==> src/rtl/mem_port_arbiter.sv <==
// mem_port_arbiter
// ----------------
// Shares one synchronous single-port memory between the CPU controller
// (cpu_*) and an external loader/debug port (ext_*). Each access runs
// IDLE -> ISSUE -> RESP. The CPU has fixed priority, but a starvation
// counter lets the external port win once it has lost MAX_WAIT
// consecutive contested arbitrations.
//
// Ports
//   clk_i, rst_i                   clock, synchronous active-high reset
//   cpu_req_i/we_i/addr_i/wdata_i  CPU request (held stable until grant)
//   cpu_gnt_o                      1-cycle pulse, CPU access on memory bus
//   cpu_rvalid_o, cpu_rdata_o      CPU read result pulse / held read data
//   ext_*                          same set for the external port
//   mem_en_o/we_o/addr_o/wdata_o   memory command (sampled by memory)
//   mem_rdata_i                    memory read data, valid cycle after issue
//   busy_o                         arbiter is not in IDLE
module mem_port_arbiter #(
  parameter int ADDR_W   = 5,
  parameter int DATA_W   = 8,
  parameter int MAX_WAIT = 4
) (
  input  logic              clk_i,
  input  logic              rst_i,
  input  logic              cpu_req_i,
  input  logic              cpu_we_i,
  input  logic [ADDR_W-1:0] cpu_addr_i,
  input  logic [DATA_W-1:0] cpu_wdata_i,
  output logic              cpu_gnt_o,
  output logic              cpu_rvalid_o,
  output logic [DATA_W-1:0] cpu_rdata_o,
  input  logic              ext_req_i,
  input  logic              ext_we_i,
  input  logic [ADDR_W-1:0] ext_addr_i,
  input  logic [DATA_W-1:0] ext_wdata_i,
  output logic              ext_gnt_o,
  output logic              ext_rvalid_o,
  output logic [DATA_W-1:0] ext_rdata_o,
  output logic              mem_en_o,
  output logic              mem_we_o,
  output logic [ADDR_W-1:0] mem_addr_o,
  output logic [DATA_W-1:0] mem_wdata_o,
  input  logic [DATA_W-1:0] mem_rdata_i,
  output logic              busy_o
);

  typedef enum logic [1:0] {
    S_IDLE  = 2'd0,
    S_ISSUE = 2'd1,
    S_RESP  = 2'd2
  } state_e;

  localparam logic [3:0] MAX_WAIT_C = 4'(MAX_WAIT);
  localparam logic       OWNER_CPU  = 1'b0;
  localparam logic       OWNER_EXT  = 1'b1;

  state_e              state_q;
  logic                owner_q;
  logic                we_q;
  logic [ADDR_W-1:0]   addr_q;
  logic [DATA_W-1:0]   wdata_q;
  logic [3:0]          wait_cnt_q;
  logic                cpu_gnt_q;
  logic                ext_gnt_q;
  logic                cpu_rvalid_q;
  logic                ext_rvalid_q;
  logic [DATA_W-1:0]   cpu_rdata_q;
  logic [DATA_W-1:0]   ext_rdata_q;
  logic                mem_en_q;
  logic                mem_we_q;
  logic                busy_q;
  logic                ext_win_s;

  // Winner selection: ext takes the slot when the CPU is absent or has
  // starved it for MAX_WAIT contested rounds.
  always_comb begin
    ext_win_s = 1'b0;
    if (ext_req_i && (!cpu_req_i || (wait_cnt_q == MAX_WAIT_C))) begin
      ext_win_s = 1'b1;
    end else begin
      ext_win_s = 1'b0;
    end
  end

  // Arbitration FSM with request register, starvation counter and all
  // registered outputs.
  always_ff @(posedge clk_i) begin
    if (rst_i) begin
      state_q      <= S_IDLE;
      owner_q      <= OWNER_CPU;
      we_q         <= 1'b0;
      addr_q       <= {ADDR_W{1'b0}};
      wdata_q      <= {DATA_W{1'b0}};
      wait_cnt_q   <= 4'd0;
      cpu_gnt_q    <= 1'b0;
      ext_gnt_q    <= 1'b0;
      cpu_rvalid_q <= 1'b0;
      ext_rvalid_q <= 1'b0;
      cpu_rdata_q  <= {DATA_W{1'b0}};
      ext_rdata_q  <= {DATA_W{1'b0}};
      mem_en_q     <= 1'b0;
      mem_we_q     <= 1'b0;
      busy_q       <= 1'b0;
    end else begin
      // Pulses default low so every gnt/rvalid lasts exactly one cycle.
      cpu_gnt_q    <= 1'b0;
      ext_gnt_q    <= 1'b0;
      cpu_rvalid_q <= 1'b0;
      ext_rvalid_q <= 1'b0;
      mem_en_q     <= 1'b0;
      mem_we_q     <= 1'b0;

      // Starvation history is meaningless once ext stops asking.
      if (!ext_req_i) begin
        wait_cnt_q <= 4'd0;
      end

      case (state_q)
        S_IDLE: begin
          if (cpu_req_i || ext_req_i) begin
            state_q  <= S_ISSUE;
            busy_q   <= 1'b1;
            mem_en_q <= 1'b1;
            if (ext_win_s) begin
              owner_q    <= OWNER_EXT;
              we_q       <= ext_we_i;
              addr_q     <= ext_addr_i;
              wdata_q    <= ext_wdata_i;
              mem_we_q   <= ext_we_i;
              ext_gnt_q  <= 1'b1;
              wait_cnt_q <= 4'd0;
            end else begin
              owner_q   <= OWNER_CPU;
              we_q      <= cpu_we_i;
              addr_q    <= cpu_addr_i;
              wdata_q   <= cpu_wdata_i;
              mem_we_q  <= cpu_we_i;
              cpu_gnt_q <= 1'b1;
              if (ext_req_i && (wait_cnt_q < MAX_WAIT_C)) begin
                wait_cnt_q <= wait_cnt_q + 4'd1;
              end
            end
          end else begin
            state_q <= S_IDLE;
            busy_q  <= 1'b0;
          end
        end
        S_ISSUE: begin
          state_q <= S_RESP;
          busy_q  <= 1'b1;
        end
        S_RESP: begin
          // mem_rdata_i is valid this cycle for a read issued last cycle.
          if (!we_q) begin
            if (owner_q == OWNER_EXT) begin
              ext_rdata_q  <= mem_rdata_i;
              ext_rvalid_q <= 1'b1;
            end else begin
              cpu_rdata_q  <= mem_rdata_i;
              cpu_rvalid_q <= 1'b1;
            end
          end
          state_q <= S_IDLE;
          busy_q  <= 1'b0;
        end
        default: begin
          state_q <= S_IDLE;
          busy_q  <= 1'b0;
        end
      endcase
    end
  end

  // Reset gates the memory strobes immediately so an ISSUE cycle that
  // coincides with reset cannot commit a write.
  assign mem_en_o     = mem_en_q & ~rst_i;
  assign mem_we_o     = mem_we_q & ~rst_i;
  assign mem_addr_o   = addr_q;
  assign mem_wdata_o  = wdata_q;
  assign cpu_gnt_o    = cpu_gnt_q;
  assign ext_gnt_o    = ext_gnt_q;
  assign cpu_rvalid_o = cpu_rvalid_q;
  assign ext_rvalid_o = ext_rvalid_q;
  assign cpu_rdata_o  = cpu_rdata_q;
  assign ext_rdata_o  = ext_rdata_q;
  assign busy_o       = busy_q;

endmodule

==> config.mk <==
export PLATFORM = sky130hd
export DESIGN_NAME = mem_port_arbiter
export DESIGN_NICKNAME = d
export VERILOG_FILES = /design/src/rtl/mem_port_arbiter.sv
export SDC_FILE = /design/constraint.sdc
export NUM_CORES = 1
export LEC_CHECK = 0
export ABC_AREA = 0
export ABC_CLOCK_PERIOD_IN_PS = 1960
export BUFFER_PORTS_ARGS = -buffer_cell sky130_fd_sc_hd__buf_2
export CORE_MARGIN = 5
export CORE_UTILIZATION = 25
export CTS_CLUSTER_DIAMETER = 120
export DETAILED_ROUTE_END_ITERATION = 12
export GPL_TIMING_DRIVEN = 0
export HOLD_SLACK_MARGIN = 0.06
export SLEW_MARGIN = 20
export SYNTH_ARGS = -nofsm -noshare
export SYNTH_HDL_FRONTEND = slang
export SYNTH_SLANG_ARGS = --single-unit
==> constraint.sdc <==
create_clock -name clk_i -period 1.96 [get_ports clk_i]
set_input_delay 0.588 -clock clk_i [delete_from_list [all_inputs] [get_ports clk_i]]
set_output_delay 0.588 -clock clk_i [all_outputs]
set_load 0.005 [all_outputs]
# [Word level (Yosys, flattened, before mapping)]
# Index checks and enable logic that the tools add are counted.
[classes] n_addsub=1 n_lt_le_gt_ge=1 n_eq_ne=3 mux=17 bitwise_logic=8 n_reduce_logical=12
[op_table] cell="$mux 4" n=5
[op_table] cell="$mux 1" n=8
[op_table] cell="$mux 8" n=1
[op_table] cell="$not 1->1" n=6
[op_table] cell="$reduce_and 3->1" n=2
[op_table] cell="$reduce_or 3->1" n=2
[op_table] cell="$mux 5" n=1
[op_table] cell="$add 4x1->4 const B" n=1
[op_table] cell="$eq 4x3->1 const B" n=1
[op_table] cell="$lt 4x3->1 const B" n=1
[op_table] cell="$pmux 2 s2" n=1
[op_table] cell="$and 1x1->1" n=2
[op_table] cell="$eq 2x1->1 const B" n=1
[op_table] cell="$eq 2x2->1 const B" n=1
[op_table] cell="$logic_and 1x1->1" n=2
[op_table] cell="$logic_not 2->1" n=1
[op_table] cell="$logic_or 1x1->1" n=2
[op_table] cell="$pmux 1 s2" n=1
[op_table] cell="$reduce_and 2->1" n=1
[op_table] cell="$reduce_or 2->1" n=1
[op_table] cell="$logic_not 1->1" n=1
[word_totals] reg_bits=44 input_bits=40

# [Logic depth before layout (Yosys ltp)]
[depth] ltp_word=7 depth_mapped=7

# [Least setup slack after synthesis]
# OpenSTA, ideal clock, no wires.
[synth_timing] path_type="input -> output" start="in rst_i" end="out mem_en_o" arrival_ns=1.009 required_ns=1.372 slack_ns=0.363 path_stages=3 path_buffers=2 cell_sequence="clkbuf_1 > buf_2 > nor2b_1"
[synth_via] elab_chain_len=2
[synth_lines] item="from (decl)" line="24" rtl="input logic rst_i,"
[synth_lines] item="$not 1->1" line="176" rtl="assign mem_en_o = mem_en_q & ~rst_i;"
[synth_lines] item="$and 1x1->1" line="176"
[synth_lines] item="to (decl)" line="39" rtl="output logic mem_en_o,"
# No other way between the ends.

# [Worst setup path in the final report]
[layout_timing] start="in rst_i" end="out mem_we_o"
[layout_via] elab_chain_len=2
[layout_lines] item="$not 1->1" line="177" rtl="assign mem_we_o = mem_we_q & ~rst_i;"
[layout_lines] item="$and 1x1->1" line="177"
[layout_lines] item="to (decl)" line="40" rtl="output logic mem_we_o,"
# No other way between the ends.

==> flow_summary.yaml <==
cells_and_area:
  diodes: 0
  finalNonFillerCells: 385
  drive_above_1_share: 0.378
  utilization: 0.336
  area_growth_pct: 33.6
  nets: 327
routing:
  first_pass_iters: 4
  drt_iter0_drc: 35
  postRouteAntennaNets: 0
  routedWlPerCell_um: 12.9
  vias: 1671
  via_per_inst: 4.34
  drt-total-wl_mm: 4.97
  drc_errors: 0
critical_path:
  timing.critical_path.slowest_cell_delay_ns: 0.29
  critPathArrivalTime_ns: 1.29
  path_class: "in -> out"
  crit_path_start: "rst_i"
  crit_slowest_cell: "clkbuf_4"
  start_kind: "input port"
  critPathRequiredTime_ns: 1.37
  r2r-start: "wait_cnt_q[0]"
  r2r-end: "we_q"
  reg2reg_depth: 6
  critPathBufInv: 3
  crit_path_cell_trace: "clkbuf_1 > clkbuf_4 > nor2b_1 > buf_2"
  critPathTopFamily: "buffers and inverters"
  crit_path_end_kind: "output port"
  critPathMaxFanout: 10
  ff2ff_setup_slack_ns: 0.19
timing:
  drv_slew: 0
  fin_setup_tns_ns: 0
  period_needed_ns: 1.88
  holdWs_ns: 0.453
  finalHoldViolCount: 0
  slew_headroom: 0.484
  fin_skew_ns: 0.00385
  max_freq_mhz: 531
  layout_worst_path_cycle_share: 0.960
  rsz0062_at_grt: "no"
  setup_viol: 0
  worstMarginPinSlew_ns: 0.772
floorplan:
  start_util: 0.252
  row_count: 31
  core_um2: 7140
  die_x_um: 94.8
  die-area_um2: 8980
  num_io_pins: 76
  die_y_um: 94.8
yosys:
  ys.flop_type: "dfxtp_1"
  synth_top_area_frac: 0.490
  ys_seq_area_frac: 0.490
  ys_top_cells_by_count: "nand2_1 (48), dfxtp_1 (44), a21oi_1 (30), nor2_1 (21), a211oi_2 (10)"
  avgSynthCellArea_um2: 8.81
  synth-edff-count: 0
  ys_ff_latch: 44
  synth_area_leaders: "dfxtp_1 (49%), nand2_1 (10%), a21oi_1 (8.4%), a211oi_2 (7.0%), nor2_1 (4.4%)"
  synth_top_cell_by_area: "dfxtp_1"
  synth_cells: 204
  synth.net_count: 246
  synth_cell_types: 35
  syn_area_um2: 1800
  yosysMostFrequentCell: "nand2_1"
  synth-async-reset-ratio: 0
  yosys_warnings: 0
min_path:
  hold_start: "cpu_rdata_o[2]"
  whs_endpoint: "cpu_rdata_o[2]"
  min_path_type: "reg -> reg"
  min_path_cells: 2
placed_design:
  gp_congestion: 0.675
  hpwl_mm: 3.66
  numPortBuffers: 74
  dpl.cell_count: 377
clock_network:
  cts_sinks: 44
  cts_made_buffers: 5
  cts.root.buffer_cell: "clkbuf_8"
  clkLatencyLatePin_ns: 0.29
  ctsLongestPathBuffers: 2
  cts.hold.buffers_added: 0
  path_clk_slew_ns: 0.08
  tritoncts: "built"
  htreeDepth: 2
power_and_ir_drop:
  design_power_total_mw: 1.98
  power_leakage_nw: 1.06
  seqPwrFrac: 0.492
  ir_worst_vdd_v: 0.000316
  p_switching_mw: 0.511
  power_density_nw_per_um2: 825
  pwr-share-clk: 0.347
  intPower_mw: 1.47
  p_sw_frac: 0.258
  pwr-share-comb: 0.160
global_route:
  overflow: 0
  grtUsageTotal: 0.109
  grt_start_max_net_pins: 14
  grt_pass1_wl_mm: 7.68
  antenna_found_initial: 0
  grt_pass1_vias: 1560
outcome:
  run_status: "finished clean"
job:
  drv_cap: 0
==> cell families after synthesis <==
| kind of cell | share of synthesized area |
|---|---|
| adder cells (fa/ha/maj) | 0.0139 |
| flip-flops | 0.490 |
| multiplexers | 0.00557 |
| AO/OA/AOI/OAI | 0.226 |
| AND/OR/NAND/NOR | 0.211 |
| buffers and inverters | 0.0536 |
==> metal layers <==
layer | global-route usage | up-vias | share of wire
met1 | 0.138 | 757 | 0.46
met4 | 0.0288 | 0 | 0.0080
met2 | 0.178 | 58 | 0.46
met5 | 0 | - | 0
met3 | 0.0375 | 5 | 0.077
li1 | - | 851 | -
==> power by group through the flow <==
stage | clock, mW | combinational (mW) | sequential (mW)
6_report | 0.688 | 0.318 | 0.974
5_1_grt | 0.760 | 0.355 | 0.982
3_3_place_gp | 0 | 0.316 | 0.995
2_1_floorplan | 0 | 0.183 | 0.998
4_1_cts | 0.713 | 0.324 | 0.975
3_5_place_dp | 0 | 0.323 | 0.996
==> cell usage in the layout (no fill, tap or decap), types with 2 or more instances in the layout <==
| master | n |
|---|---|
| buf_2 | 75 |
| nand2_1 | 48 |
| dfxtp_1 | 44 |
| a21oi_1 | 30 |
| nor2_1 | 21 |
| a211oi_2 | 10 |
| clkbuf_1 | 5 |
| a211oi_1 | 5 |
| clkbuf_8 | 5 |
| inv_1 | 4 |
| buf_4 | 4 |
| nor3_1 | 4 |
| nor2b_1 | 2 |
| buf_6 | 2 |
| a31oi_1 | 2 |
| ha_1 | 2 |
==> worst min-delay path, delay by kind of cell, from the launching register on <==
family | cells | cell delay (ns)
DFF | 1 | 0.31
and+or+nand+nor | 1 | 0.05
AOI/OAI and AO/OA | 1 | 0.05
==> per-stage QoR <==
step	area [um^2]	setup slack, ns
after detailed placement	2290	0.0296
after global placement	2290	0.0305
after CTS	2400	0.0318
final	2400	0.0785
after floorplan	1800	0.363
after global routing	2400	0.0300
==> worst max path at each step <==
stage / to / slack (ns) / cells after the start
after CTS: mem_we_o / 0.03 / 4
after detailed placement: mem_we_o / 0.03 / 4
after global placement: mem_we_o / 0.03 / 4
final: mem_we_o / 0.08 / 4
after floorplan: mem_en_o / 0.36 / 3
after global routing: mem_we_o / 0.03 / 4
==> cell type report <==
cell class	count	area [um^2]
plain buffers	12	80.1
clock buffers	6	72.6
clock inverters	2	35.0
fillers	782	4740
inverters	5	18.8
multi-input cells	143	820
flip-flops and latches	44	881
well taps	99	124
repair buffers	74	370
==> sequential cells by signal (all words and copies together) (netlist names), 2 cells and up <==
name         flops
cpu_rdata_o      8
ext_rdata_o      8
mem_wdata_o      8
mem_addr_o       5
wait_cnt_q       4
state_q          2
==> what timing repair did <==
item	4_1_cts	5_1_grt
hold endpoints to repair	0	0
setup buffers	0	0
gates resized for setup	0	1
setup endpoints to repair	0	1
(Power assumes the default switching activity.)
